$ cat config.mk
export PLATFORM = sky130hd
export DESIGN_NAME = lsu_access_ctrl
export DESIGN_NICKNAME = d
export VERILOG_FILES = /design/src/rtl/lsu_ctrl_pkg.sv /design/src/rtl/lsu_lane_pack.sv /design/src/rtl/lsu_access_ctrl.sv
export SDC_FILE = /design/constraint.sdc
export NUM_CORES = 1
export LEC_CHECK = 0
export CAP_MARGIN = 20
export CORE_UTILIZATION = 51
export DETAILED_ROUTE_END_ITERATION = 10
export HOLD_SLACK_MARGIN = 0.12
export PLACE_DENSITY = 0.82
export SLEW_MARGIN = 30
export SYNTH_ARGS = -nofsm -noshare
export SYNTH_HDL_FRONTEND = slang
export SYNTH_HIERARCHICAL = 1
export SYNTH_SLANG_ARGS = --single-unit
$ cat constraint.sdc
create_clock -name clk_i -period 3.5 [get_ports clk_i]
set_clock_uncertainty 0.15 [all_clocks]
set_input_delay 0.7 -clock clk_i [delete_from_list [all_inputs] [get_ports clk_i]]
set_output_delay 0.7 -clock clk_i [all_outputs]
set_load 0.05 [all_outputs]
$ cat src/rtl/lsu_ctrl_pkg.sv
// rtl/lsu_ctrl_pkg.sv - shared modes, FSM states and count type for the LSU access controller
package lsu_ctrl_pkg;

    localparam logic [2:0] MODE_B  = 3'b000;
    localparam logic [2:0] MODE_H  = 3'b001;
    localparam logic [2:0] MODE_W  = 3'b010;
    localparam logic [2:0] MODE_BU = 3'b100;
    localparam logic [2:0] MODE_HU = 3'b101;

    typedef enum logic [1:0] {
        ST_IDLE,
        ST_ACCESS,
        ST_RESP
    } state_t;

    // Holds both the access count N and the running byte index k.
    typedef logic [2:0] cnt_t;

    function automatic logic mode_is_valid(input logic [2:0] mode);
        return (mode == MODE_B) || (mode == MODE_H) || (mode == MODE_W) ||
               (mode == MODE_BU) || (mode == MODE_HU);
    endfunction

endpackage

$ cat src/rtl/lsu_lane_pack.sv
// rtl/lsu_lane_pack.sv - store lane replication and split-load byte merge/extension
module lsu_lane_pack
    import lsu_ctrl_pkg::*;
(
    input  logic [2:0]  mode,
    input  logic        split,
    input  logic [1:0]  lane,
    input  logic [31:0] wdata,
    input  logic [31:0] merged,
    output logic [31:0] st_data,
    output logic [31:0] ld_data
);

    logic [7:0] split_byte;

    // Replicate the store data across all byte lanes so the LSU can pick any lane.
    always_comb begin
        split_byte = wdata[{lane, 3'b000} +: 8];
        st_data    = wdata;
        if (split) begin
            st_data = {4{split_byte}};
        end else begin
            case (mode)
                MODE_B:  st_data = {4{wdata[7:0]}};
                MODE_H:  st_data = {2{wdata[15:0]}};
                default: st_data = wdata;
            endcase
        end
    end

    // Split loads collect raw bytes; halfwords need their extension applied here.
    always_comb begin
        ld_data = merged;
        if (split) begin
            case (mode)
                MODE_H:  ld_data = {{16{merged[15]}}, merged[15:0]};
                MODE_HU: ld_data = {16'h0000, merged[15:0]};
                default: ld_data = merged;
            endcase
        end
    end

endmodule

$ cat src/rtl/lsu_access_ctrl.sv
// rtl/lsu_access_ctrl.sv - request sequencer for the LSU; MISALIGN_TRAP_EN turns misaligned splits into errors
module lsu_access_ctrl
    import lsu_ctrl_pkg::*;
#(
    parameter int ADDR_W = 32
) (
    input  logic              clk_i,
    input  logic              rst_ni,
    input  logic              req_valid_i,
    output logic              req_ready_o,
    input  logic [ADDR_W-1:0] req_addr_i,
    input  logic              req_we_i,
    input  logic [2:0]        req_mode_i,
    input  logic [31:0]       req_wdata_i,
    output logic              rsp_valid_o,
    output logic [31:0]       rsp_rdata_o,
    output logic              rsp_err_o,
    output logic [ADDR_W-1:0] lsu_addr_o,
    output logic              lsu_st_en_o,
    output logic [2:0]        lsu_sel_mod_o,
    output logic [31:0]       lsu_st_data_o,
    input  logic [31:0]       lsu_ld_data_i
);

    localparam logic [ADDR_W-1:0] ADDR_ONE = {{(ADDR_W-1){1'b0}}, 1'b1};

    state_t      state;
    cnt_t        n_q;
    cnt_t        k_q;
    logic        we_q;
    logic        split_q;
    logic        err_q;
    logic [2:0]  mode_q;
    logic [31:0] wdata_q;
    logic [31:0] data_q;

    logic        req_mode_ok;
    logic        req_misaligned;
    logic        pk_split;
    logic [2:0]  pk_mode;
    logic [1:0]  pk_lane;
    logic [31:0] pk_wdata;
    logic [31:0] pk_st_data;
    logic [31:0] pk_ld_data;
    cnt_t        k_next;

    assign req_ready_o    = (state == ST_IDLE);
    assign req_mode_ok    = mode_is_valid(req_mode_i);
    assign req_misaligned = ((req_mode_i[1:0] == 2'b01) && req_addr_i[0]) ||
                            ((req_mode_i == MODE_W) && (req_addr_i[1:0] != 2'b00));
    assign k_next         = k_q + 3'd1;

    // In IDLE the packer sees the incoming request (byte 0); later it sees the latched one (next byte).
    always_comb begin
        pk_split = split_q;
        pk_mode  = mode_q;
        pk_lane  = k_next[1:0];
        pk_wdata = wdata_q;
        if (state == ST_IDLE) begin
            pk_split = req_misaligned;
            pk_mode  = req_mode_i;
            pk_lane  = 2'b00;
            pk_wdata = req_wdata_i;
        end
    end

    lsu_lane_pack u_lane_pack (
        .mode    (pk_mode),
        .split   (pk_split),
        .lane    (pk_lane),
        .wdata   (pk_wdata),
        .merged  (data_q),
        .st_data (pk_st_data),
        .ld_data (pk_ld_data)
    );

    // Sequencer: accept, issue N LSU accesses, then one response pulse.
    always_ff @(posedge clk_i) begin
        if (!rst_ni) begin
            state         <= ST_IDLE;
            n_q           <= 3'd1;
            k_q           <= 3'd0;
            we_q          <= 1'b0;
            split_q       <= 1'b0;
            err_q         <= 1'b0;
            mode_q        <= MODE_W;
            wdata_q       <= 32'h0;
            data_q        <= 32'h0;
            rsp_valid_o   <= 1'b0;
            rsp_err_o     <= 1'b0;
            rsp_rdata_o   <= 32'h0;
            lsu_addr_o    <= '0;
            lsu_st_en_o   <= 1'b0;
            lsu_sel_mod_o <= MODE_W;
            lsu_st_data_o <= 32'h0;
        end else begin
            rsp_valid_o <= 1'b0;
            rsp_err_o   <= 1'b0;
            case (state)
                ST_IDLE: begin
                    if (req_valid_i) begin
                        we_q    <= req_we_i;
                        mode_q  <= req_mode_i;
                        wdata_q <= req_wdata_i;
                        data_q  <= 32'h0;
                        k_q     <= 3'd0;
                        split_q <= 1'b0;
                        n_q     <= 3'd1;
                        if (!req_mode_ok) begin
                            err_q <= 1'b1;
                            state <= ST_RESP;
                        end else if (req_misaligned) begin
`ifdef MISALIGN_TRAP_EN
                            err_q <= 1'b1;
                            state <= ST_RESP;
`else
                            split_q       <= 1'b1;
                            n_q           <= (req_mode_i == MODE_W) ? 3'd4 : 3'd2;
                            state         <= ST_ACCESS;
                            lsu_addr_o    <= req_addr_i;
                            lsu_sel_mod_o <= req_we_i ? MODE_B : MODE_BU;
                            lsu_st_en_o   <= req_we_i;
                            lsu_st_data_o <= req_we_i ? pk_st_data : 32'h0;
`endif
                        end else begin
                            state         <= ST_ACCESS;
                            lsu_addr_o    <= req_addr_i;
                            lsu_sel_mod_o <= req_mode_i;
                            lsu_st_en_o   <= req_we_i;
                            lsu_st_data_o <= req_we_i ? pk_st_data : 32'h0;
                        end
                    end
                end
                ST_ACCESS: begin
                    if (split_q) begin
                        data_q[{k_q[1:0], 3'b000} +: 8] <= lsu_ld_data_i[7:0];
                    end else begin
                        data_q <= lsu_ld_data_i;
                    end
                    if (k_q == n_q - 3'd1) begin
                        state       <= ST_RESP;
                        lsu_st_en_o <= 1'b0;
                    end else begin
                        k_q           <= k_next;
                        lsu_addr_o    <= lsu_addr_o + ADDR_ONE;
                        lsu_st_data_o <= we_q ? pk_st_data : 32'h0;
                    end
                end
                ST_RESP: begin
                    rsp_valid_o <= 1'b1;
                    rsp_err_o   <= err_q;
                    rsp_rdata_o <= (we_q || err_q) ? 32'h0 : pk_ld_data;
                    err_q       <= 1'b0;
                    state       <= ST_IDLE;
                end
                default: state <= ST_IDLE;
            endcase
        end
    end

endmodule
---- Word-level counts from Yosys, hierarchy flattened ----
Cells that the tools add are included.
storage, ports and cells
  input port bits ......................... 103
  bits in registers ....................... 180
cells by class
  muxes and demuxes ....................... 45
  reduce and logical (&&, ||, !) cells .... 23
  shift operators ......................... 3
  add/sub/neg operators ................... 4
  equality and inequality tests ........... 15
operators by type and width
  cell                      count
  $mux W32                  14
  $pmux W32 S2              5
  $add A32 B1 Y32 const B   1
  $bwmux W32                1
  $shift A8 B7 Y32 const A  1
  $shiftx A32 B6 Y8         1
  $shiftx A8 B7 Y32         1
  $mux W3                   8
  $eq A3 B3 Y1 const B      3
  $mux W1                   9
  $reduce_and A3 Y1         3
  $mux W2                   4
  $ne A2 B2 Y1 const B      4
  $reduce_and A2 Y1         4
  $reduce_and A4 Y1         2
  $neg A5 Y7                1
  $eq A3 B1 Y1 const B      2
  $logic_not A3 Y1          2
  $logic_or A1 B1 Y1        6
  $pmux W3 S2               1
  $reduce_bool A2 Y1        3
  $eq A2 B1 Y1 const B      2
  $pmux W1 S2               2
  $pmux W2 S2               1
  8 further kinds           9

---- Logic depth before layout (Yosys ltp) ----
Gate-level depths: netlist of the first run.
  depth after elaboration ................. 9
  depth in mapped cells ................... 12

---- Hierarchy ----
Netlist of the first run, hierarchy kept.
by module, submodules not included
  module           seq. area each (µm²)  area an instance (µm²)  times used  cells each
  lsu_access_ctrl  3603.5                8107.8                  1           968
  lsu_lane_pack    0.0                   1197.4                  1           203

---- Worst setup path after synthesis of the first run ----
Ideal clock, no wire load.
  path kind ............................... reg-to-reg
  start point ............................. register state[1]
  end point ............................... register lsu_st_data_o[29]
  library setup time ...................... 0.070 ns
  data arrival time ....................... 2.730 ns
  stages on the path, launching flop included .. 11
  required time ........................... 3.280 ns
  clock period less this slack ............ 2.951 ns
  buffers on the path ..................... 4
  path slack .............................. 0.549 ns
  path through ............................ dfxtp_1 > buf_2 > nor2_1 > clkbuf_1 > mux2_2 > buf_2 > buf_4 > o211a_1 > o31ai_1 > nand3_1 > a21oi_1
on the way
  cells in the longest elaborated chain, start to end .. 9
ends and longest elaborated chain
  element                                                  RTL line                                        text
  start, declared                                          lsu_access_ctrl.sv:27                           state_t state;
  start signal, assigned                                   lsu_access_ctrl.sv:80                           state <= ST_IDLE;
  start signal, assigned                                   lsu_access_ctrl.sv:111                          state <= ST_RESP;
  start signal, assigned                                   lsu_access_ctrl.sv:119                          state <= ST_ACCESS;
  $logic_not A2 Y1 (*)                                     -
  net req_ready_o                                          lsu_access_ctrl.sv:10                           output logic req_ready_o,
  $mux W3 (*)                                              lsu_access_ctrl.sv:59                           if (state == ST_IDLE) begin
  net pk_mode[0]                                           lsu_access_ctrl.sv:40                           logic [2:0] pk_mode;
  $eq A3 B1 Y1 / $logic_not A3 Y1 (equally long branches)  lsu_lane_pack.sv:23                             case (mode)
  $pmux W32 S2 (*)                                         lsu_lane_pack.sv:23
  $mux W32 (*)                                             lsu_lane_pack.sv:20                             if (split) begin
  net pk_st_data[29]                                       lsu_access_ctrl.sv:43                           logic [31:0] pk_st_data;
  $mux W32                                                 lsu_access_ctrl.sv:123, lsu_access_ctrl.sv:130
  $mux W32                                                 lsu_access_ctrl.sv:109                          if (!req_mode_ok) begin
  $mux W32                                                 lsu_access_ctrl.sv:101                          if (req_valid_i) begin
  $pmux W32 S2 (*)                                         lsu_access_ctrl.sv:99                           case (state)
  end signal, assigned                                     lsu_access_ctrl.sv:123                          lsu_st_data_o <= req_we_i ? pk_st_data : 32'h0;
  end signal, assigned                                     lsu_access_ctrl.sv:130                          lsu_st_data_o <= req_we_i ? pk_st_data : 32'h0;
  end signal, assigned                                     lsu_access_ctrl.sv:146                          lsu_st_data_o <= we_q ? pk_st_data : 32'h0;
  end, declared                                            lsu_access_ctrl.sv:21                           output logic [31:0] lsu_st_data_o,
Mark *: on every way through the listed nets, which the timed path passes. The rest lies on a longest branch. The select of a mux whose other input is x is not followed.
A chain may end at the register's enable or synchronous reset.

---- Final worst setup path of the first run ----
  start point ............................. register state[1]
  end point ............................... output port req_ready_o
on the way
  cells in the longest elaborated chain, start to end .. 1
ends and longest elaborated chain
  element           RTL line               text
  $logic_not A2 Y1  lsu_access_ctrl.sv:47  assign req_ready_o = (state == ST_IDLE);
  end, declared     lsu_access_ctrl.sv:10
Every way passes these cells.

==> results.md, run 1 <==
- The number of DRC markers after the initial detailed-route iteration is 855.
- The worst hold path begins at lsu_st_data_o[22].
- The area of the core is 0.0179 mm^2.
- The wire-length estimate of the detail-placed layout is 19,900 um.
- The total number of clock tree sinks is 180.
- The Yosys step of the flow raised 6 warnings.
- The final instance area is 0.0120 mm^2.
- From left edge to right edge, the die measures 137 um.
- The fraction of final layout cells sized beyond drive strength 1 is 9.86%.
- In the final layout, the multi-input gates occupy 0.00508 mm^2.
- For this design the ratio of total power to cell area is 472 mW/mm^2.
- In the final routed layout, each cell accounts on average for 18.7 um.
- The clock tree from TritonCTS is done.
- For this run, the detailed router's first-pass iteration total came to 5.
- The share of total power dissipated in sequential elements is 39.8%.
- The number of violations of the max-capacitance limit is 0.
- Based on the critical path, the design can be clocked at up to 0.323 GHz.
- The post-detailed-route DRC marker count is 0.
- The number of max-slew violations in the final report is 0.
- The cell class contributing the biggest share of worst-path delay is buffers and inverters.
- The synthesized area divided by synthesized cell count is 7.95 um^2.
- The clock transition time at the flip-flop clock pins of the worst setup and hold paths is 0.07 ns.
- The post-detailed-route via-to-cell ratio is 6.04.
- The cell count after synthesis came out at 1,171.
- After routing, the total negative slack on setup checks comes to 0 ns.
- The nature of the critical path endpoint is an output port.
- The required time at the endpoint of the critical path is 2.65 ns.
- The starting density of the core is 52.0%.
- Counting every net in the synthesized netlist gives 1,281.
- Once detail routing completed, the nets flagged for antenna violations numbered 0.
- The clock tree root driver cell is sky130_fd_sc_hd__clkbuf_16.
- Net switching is 33.1% of the power.
- The share of synthesized registers carrying an async set or reset is 0%.
- The proportion of netlist area held by the largest area contributor is 38.7%.
- The leading register cell type out of synthesis is sky130_fd_sc_hd__dfxtp_1.
- Power comes to 5650 uW.
- The instance count on the critical path is 2.
- The number of cells on the worst reg-to-reg path is 10.
- The number of CTS-inserted buffers is 17.
- In this run the worst hold path is classified as reg2reg.
- The slowest stage of the critical path is the sky130_fd_sc_hd__clkdlybuf4s50_1 cell.
- The critical path is of the reg2out type.
- The slew of the pin with the lowest slew margin is 0.816 ns.
- The number of distinct library cells after synthesis is 65.
- Together, buffers and inverters on the worst path number 1.
- The leakage power figure is 0.00447 uW.
- The clock reaches the later pin of the worst-skew pair after 0.44 ns.
- The number of instances on the worst hold path is 2.
- The synthesized netlist occupies a cell area of 0.00931 mm^2.
- After clock tree synthesis, the setup repair step added 0 buffers.
- The startpoint identified for the worst register-to-register timing path is k_q[0].
- Before CTS, the worst setup slack after placement is 0.272 ns.
- The overall overflow remaining after global route is 0.
- The number of filler cells placed in the layout is 1,522.
- The initial antenna violation count came to 0.
- IR analysis of the VDD net gives a maximum drop of 0.385 mV.
- The start point of the critical path is state[1].
- The number of global-route vias before repair was 8,570.
- Entering global routing, the biggest net connects 74 pins.
- Global routing used 30.7% of the available tracks across all layers.
- The run finished with clean final reports.
- The H-tree was split into 4 levels.
- The longest clock path from root to sink contains 2 buffers.
- The number of enable flip-flop cells after synthesis is 0.
- After clock tree synthesis, the flow added hold-fix buffers numbering 0.
- The worst max-slew margin expressed relative to the limit is 45.2%.
- Per report_power, the clock group accounts for 35.7% of the total.
- Dividing the final minimum period by the clock period gives 88.4%.
- The quantity of I/O buffers inserted on ports is 205.
- The cell-internal power is 3780 uW.
- The part of the Yosys area used for sequential elements is 38.7%.
- The category of the worst setup path launch point is a register.
- Routability-driven placement finished with a final weighted congestion of 0.959.
- The final worst-path setup slack is 0.405 ns.
- Subtracting the final worst setup slack from the clock period gives 3.10 ns.
- The placement row count is 49.
- Summed over all nets, the switching power comes to 1870 uW.
- The floorplan die area is 0.0188 mm^2.
- After synthesis, the cell types taking the most area are sky130_fd_sc_hd__dfxtp_1, sky130_fd_sc_hd__nand2_1, sky130_fd_sc_hd__a21oi_1.
- The sequential standard cell area is 0.00360 mm^2.
- The count of nets after finishing is 1,425.
- Once placement finished, the instance area stood at 0.0114 mm^2.
- Counting flops and latches in the post-synthesis netlist gives 180.
- The final antenna diode count is 0.
- For the worst setup path, the data arrival time is 2.25 ns.
- Traced cell by cell, the critical path runs through nor2_4, clkdlybuf4s50_1.
- Setup violations remaining at the end of the flow were counted as 0.
- The number of top-level design ports is 206.
- The number of gates resized after CTS is 0.
- In this run the worst path has a maximum fanout of 14.
- In the layout the commonest cells are sky130_fd_sc_hd__nand2_1, sky130_fd_sc_hd__clkdlybuf4s50_1, sky130_fd_sc_hd__dfxtp_1.
- The number of vias after detailed routing is 9,409.
- The portion of total power attributed to combinational logic is 24.6%.
- The most common cell after layout, fill and taps aside is sky130_fd_sc_hd__nand2_1.
- The first global-routing pass estimated 44,800 um of wire.
- The delay of the slowest cell on the worst path is 0.89 ns.
- The signed area change from the synthesized netlist to the final layout is 28.7%.
- The cell type with the highest aggregate area in the netlist is sky130_fd_sc_hd__dfxtp_1.
- Setup repair after global routing left no endpoint under its margin.
- The sum of routed wire length over all layers is 29,100 um.
- The floorplan step set the die height to 137 um.
- The total count of hold-check failures in the final report is 0.
==> flip-flops by register name, summed over array words and instances, names as in the netlist, 2 cells and up <==
| signal | cells |
|---|---|
| rsp_rdata_o | 32 |
| mode_q | 3 |
| n_q | 3 |
| state | 2 |
| k_q | 3 |
| lsu_st_data_o | 32 |
| wdata_q | 32 |
| lsu_addr_o | 32 |
| data_q | 32 |
| lsu_sel_mod_o | 3 |
==> final timing paths <==
path | to | slack (ns)
hold / removal | lsu_st_data_o[22] | 0.30
setup reg to reg | lsu_st_data_o[7] | 0.62
hold reg to reg | lsu_st_data_o[22] | 0.30
setup / recovery | req_ready_o | 0.40
==> metal layers <==
layer | GRT usage [%] | vias up | part of all wire, %
met5 | 0 | - | 0
met1 | 42.3 | 4428 | 44
met4 | 11.0 | 0 | 2.6
li1 | - | 4450 | -
met2 | 46.9 | 466 | 45
met3 | 7.00 | 65 | 9.3
==> cell usage after synthesis, drive strengths merged (5+ instances only) <==
cell type	n
mux2i	14
clkbuf	56
o22a	9
o31ai	13
o211a	10
nand2b	7
a21oi	132
a2bb2oi	15
a41oi	5
buf	54
dfxtp	180
inv	20
a22o	16
nand4	14
nand3	49
a32o	6
and3	8
ha	7
mux2	38
nand2	215
o22ai	6
a22oi	64
and2	12
o221a	12
o21ai	31
nor3	6
a31oi	14
nor2	118
==> per-stage QoR <==
step / std cells / utilization (%) / hold slack, ns
after floorplan: 1171 / - / 0.284
after global placement: 1525 / 63.5 / 0.289
after detailed placement: 1525 / 63.5 / 0.293
after CTS: 1557 / 66.9 / 0.304
after global routing: 1557 / 66.9 / 0.315
final: 1557 / 66.9 / 0.303
==> cell type report <==
| cell class | instances | share of cell area (%) |
|---|---|---|
| multi-input cells | 861 | 42.4 |
| flip-flops and latches | 180 | 30.1 |
| repair buffers | 235 | 19.3 |
| clock buffers | 17 | 3.55 |
| well taps | 229 | 2.39 |
| clock inverters | 15 | 1.56 |
| inverters | 20 | 0.648 |
==> worst min-delay path, stage by stage, from the launching register on <==
cell                      delay, ns
sky130_fd_sc_hd__dfxtp_1       0.31
sky130_fd_sc_hd__nand2_1       0.05
sky130_fd_sc_hd__a21oi_1       0.05
==> power groups by stage <==
stage	clock network (uW)	registers [uW]	logic (uW)
2_1_floorplan	0	2470	711
3_3_place_gp	0	2290	1360
3_5_place_dp	0	2290	1360
4_1_cts	2040	2240	1370
5_1_grt	2110	2260	1480
6_report	2020	2250	1390
==> logic make-up (layout without fill, tap and decap cells) <==
logic type	count (synthesis)	in the layout	synth area share (%)
compound gates	349	349	25.8
xor+xnor	5	5	0.619
fa+ha+maj	7	7	0.941
buf+inv	130	287	6.98
flops	180	180	38.7
mux	52	52	6.10
simple gates	448	448	20.9
No activity file was read; power rests on OpenSTA's default activity.
==> run 2: changes to the inputs <==
--- a/config.mk
+++ b/config.mk
@@ -6,6 +6,7 @@
 export NUM_CORES = 1
 export LEC_CHECK = 0
 export CAP_MARGIN = 20
+export CORE_MARGIN = 8
 export CORE_UTILIZATION = 51
 export DETAILED_ROUTE_END_ITERATION = 10
 export HOLD_SLACK_MARGIN = 0.12
==> run 2 against run 1 <==
  * Hold slack worse by 0.0012 ns
  * Count of clock-buffer cells in the layout rose by 3
  * Clock power decreased by 2%
  * Critical path type unchanged
==> results.md, run 2 (synthesis gave the netlist of run 1 again) <==
- The slew of the pin with the lowest slew margin is 0.834 ns (was 0.816 ns).
- The quantity of I/O buffers inserted on ports is 205 (unchanged).
- The sum of routed wire length over all layers is 31,300 um (was 29,100 um).
- The most common cell after layout, fill and taps aside is sky130_fd_sc_hd__nand2_1 (unchanged).
- The final-layout setup total negative slack is 0 ns (unchanged).
- The category of the worst setup path launch point is a register (unchanged).
- The floorplan die area is 0.0228 mm^2 (was 0.0188 mm^2).
- The post-route minimum period is 3.06 ns (was 3.10 ns).
- The initial antenna violation count is 3 (was 0).
- The count of buffer and inverter cells on the critical path is 1 (unchanged).
- The pin count of the biggest net entering global routing was 92 (was 74).
- The cell class contributing the biggest share of worst-path delay was buffers and inverters (unchanged).
- The total number of clock tree sinks was 180 (unchanged).
- The clock transition time at the flip-flop clock pins of the worst setup and hold paths came to 0.08 ns (was 0.07 ns).
- The overall overflow remaining after global route is 0 (unchanged).
- The number of CTS-inserted buffers is 17 (unchanged).
- The delay of the slowest cell on the worst path was 0.92 ns (was 0.89 ns).
- The power density over the cells is 468 mW/mm^2 (was 472 mW/mm^2).
- The signed area change from the synthesized netlist to the final layout is 29.1% (was 28.7%).
- The nature of the critical path endpoint is an output port (unchanged).
- The clock latency of the later-clocked register in the worst-skew pair is 0.43 ns (was 0.44 ns).
- The post-detailed-placement half-perimeter wirelength was 22,100 um (was 19,900 um).
- The final antenna diode count is 0 (unchanged).
- The post-detailed-route DRC marker count is 0 (unchanged).
- Setup repair after global routing missed its margin: no (unchanged).
- The starting density of the core is 51.8% (was 52.0%).
- The post-CTS setup repair buffer count is 0 (unchanged).
- The number of search-and-repair iterations in the first detailed-routing pass is 5 (unchanged).
- The number of top-level design ports is 206 (unchanged).
- The post-detailed-placement cell area is 0.0114 mm^2 (about the same).
- The met1 demand-to-capacity share in global routing was 35.1% (was 42.3%).
- The number of gates resized after CTS is 0 (unchanged).
- The wire length per cell after detailed routing is 20.0 um (was 18.7 um).
- The fraction of final layout cells sized beyond drive strength 1 is 10.2% (was 9.86%).
- The type of the worst setup path was reg2out (unchanged).
- The number of buffers on the longest clock path is 2 (unchanged).
- The number of H-tree branching levels was 4 (unchanged).
- The most crowded layer after global routing is met2 (unchanged).
- The global-route met3 utilization is 7.71% (was 7.00%).
- The final instance area is 0.0120 mm^2 (about the same).
- The count of nets after finishing was 1,431 (was 1,425).
- The maximum fanout along the worst path is 13 (was 14).
- The minimum setup slack after placement is 0.146 ns (was 0.272 ns).
- The worst max-slew margin expressed relative to the limit is 44.0% (was 45.2%).
- The count of final setup violators was 0 (unchanged).
- Outcome: completed (unchanged).
- The floorplan die height is 151 um (was 137 um).
- The number of max-slew violations in the final report is 0 (unchanged).
- Ordered cell list for the critical path: nor2_4, clkdlybuf4s50_1 (unchanged).
- The area of the core is 0.0180 mm^2 (was 0.0179 mm^2).
- The total count of hold-check failures in the final report is 0 (unchanged).
- The placement row count was 49 (unchanged).
- The worst-path cell with the longest stage delay is sky130_fd_sc_hd__clkdlybuf4s50_1 (unchanged).
- The number of DRC markers after the initial detailed-route iteration is 838 (was 855).
- The required time at the endpoint of the critical path is 2.65 ns (about the same).
- The number of vias after detailed routing is 9,458 (was 9,409).
- The clock tree from TritonCTS is done (unchanged).
- The wire length of the first global-routing pass came to 48,600 um (was 44,800 um).
- The peak supply drop is 0.387 mV (was 0.385 mV).
- The count of hold-fix buffers inserted at cts is 0 (unchanged).
- The number of violations of the max-capacitance limit is 0 (unchanged).
- The clock tree root driver cell is sky130_fd_sc_hd__clkbuf_16 (unchanged).
- The post-detailed-route via-to-cell ratio came to 6.05 (was 6.04).
- The maximum operating frequency is 0.327 GHz (was 0.323 GHz).
- The routability congestion estimate is 0.971 (was 0.959).
- The final worst-path setup slack is 0.443 ns (was 0.405 ns).
- The remaining number of nets flagged by the antenna check after routing is 0 (unchanged).
- The worst min-delay path class was reg2reg (unchanged).
- The leakage power figure is 0.00449 uW (was 0.00447 uW).
- The share of the clock period used by the worst path is 87.3% (was 88.4%).
- The number of filler cells placed in the layout came to 1,527 (was 1,522).
- The data arrival time of the critical path came to 2.21 ns (was 2.25 ns).
- The number of global-route vias before repair is 9,107 (was 8,570).
- The die outline width came to 151 um (was 137 um).
- Commonest non-fill, non-tap cells in the layout: sky130_fd_sc_hd__nand2_1, sky130_fd_sc_hd__clkdlybuf4s50_1, sky130_fd_sc_hd__dfxtp_1 (unchanged).
- The overall global routing resource usage is 26.8% (was 30.7%).
- The met2 track demand over resource in global routing is 41.2% (was 46.9%).
## run 2: cell types whose count changed in the layout (fill, tap and decap cells not counted), sizes merged
cell,delta
buf,+6
clkbuf,+3
clkinv,+3
inv,-6
## run 2: path summary, 6_finish.rpt
kind | from | endpoint | slack (ns) | cells past startpoint
worst max-delay path | state[1] | req_ready_o | 0.44 | 2
worst min-delay path | lsu_st_data_o[19] | lsu_st_data_o[19] | 0.30 | 2
worst max register to register | k_q[0] | lsu_st_data_o[7] | 0.61 | 10
worst min register to register | lsu_st_data_o[19] | lsu_st_data_o[19] | 0.30 | 2
## run 2: metrics by stage
stage	power, uW	hold slack [ns]	utilization, %	cells
floorplan	3180	0.284	-	1171
global placement	3660	0.289	63.5	1531
detailed placement	3670	0.293	63.5	1531
CTS	5630	0.303	66.9	1563
global route	5840	0.324	66.9	1563
finish	5620	0.302	66.9	1563
## run 2: layer usage
metal / wire, um / up-vias / part of all wire [%]
li1: - / 4457 / -
met1: 13200 / 4481 / 42
met2: 14000 / 452 / 45
met3: 3270 / 62 / 10
met4: 775 / 6 / 2.5
met5: 41 / - / 0.13
## run 2: worst min-delay path: stages, from the launching register on
cell and delay, ns:
sky130_fd_sc_hd__dfxtp_1 0.31, sky130_fd_sc_hd__nand2_1 0.05, sky130_fd_sc_hd__a21oi_1 0.05
## run 2: area by class of cell
type / count / area [um^2] / area share [%]
Multi-Input combinational cell: 861 / 5080 / 42.3
Sequential cell: 180 / 3600 / 30.0
Timing Repair Buffer: 241 / 2360 / 19.6
Clock buffer: 20 / 457 / 3.80
Tap cell: 229 / 287 / 2.39
Clock inverter: 12 / 146 / 1.22
Inverter: 20 / 77.6 / 0.646
## run 2: power by group
group | total, uW | switching (uW) | internal (uW) | leakage [uW]
Clock | 1970 | 866 | 1110 | 0.000294
Combinational | 1400 | 862 | 541 | 0.00273
Sequential | 2250 | 94.9 | 2150 | 0.00146
Total | 5620 | 1820 | 3800 | 0.00449
==> run 3: changes to the inputs <==
--- a/config.mk
+++ b/config.mk
@@ -5,9 +5,11 @@
 export SDC_FILE = /design/constraint.sdc
 export NUM_CORES = 1
 export LEC_CHECK = 0
+export ABC_CLOCK_PERIOD_IN_PS = 3500
 export CAP_MARGIN = 20
 export CORE_MARGIN = 8
 export CORE_UTILIZATION = 51
+export CTS_CLUSTER_SIZE = 8
 export DETAILED_ROUTE_END_ITERATION = 10
 export HOLD_SLACK_MARGIN = 0.12
 export PLACE_DENSITY = 0.82
==> results of run 3 <==
The final DEF is identical to that of run 2; final timing and power are the same.
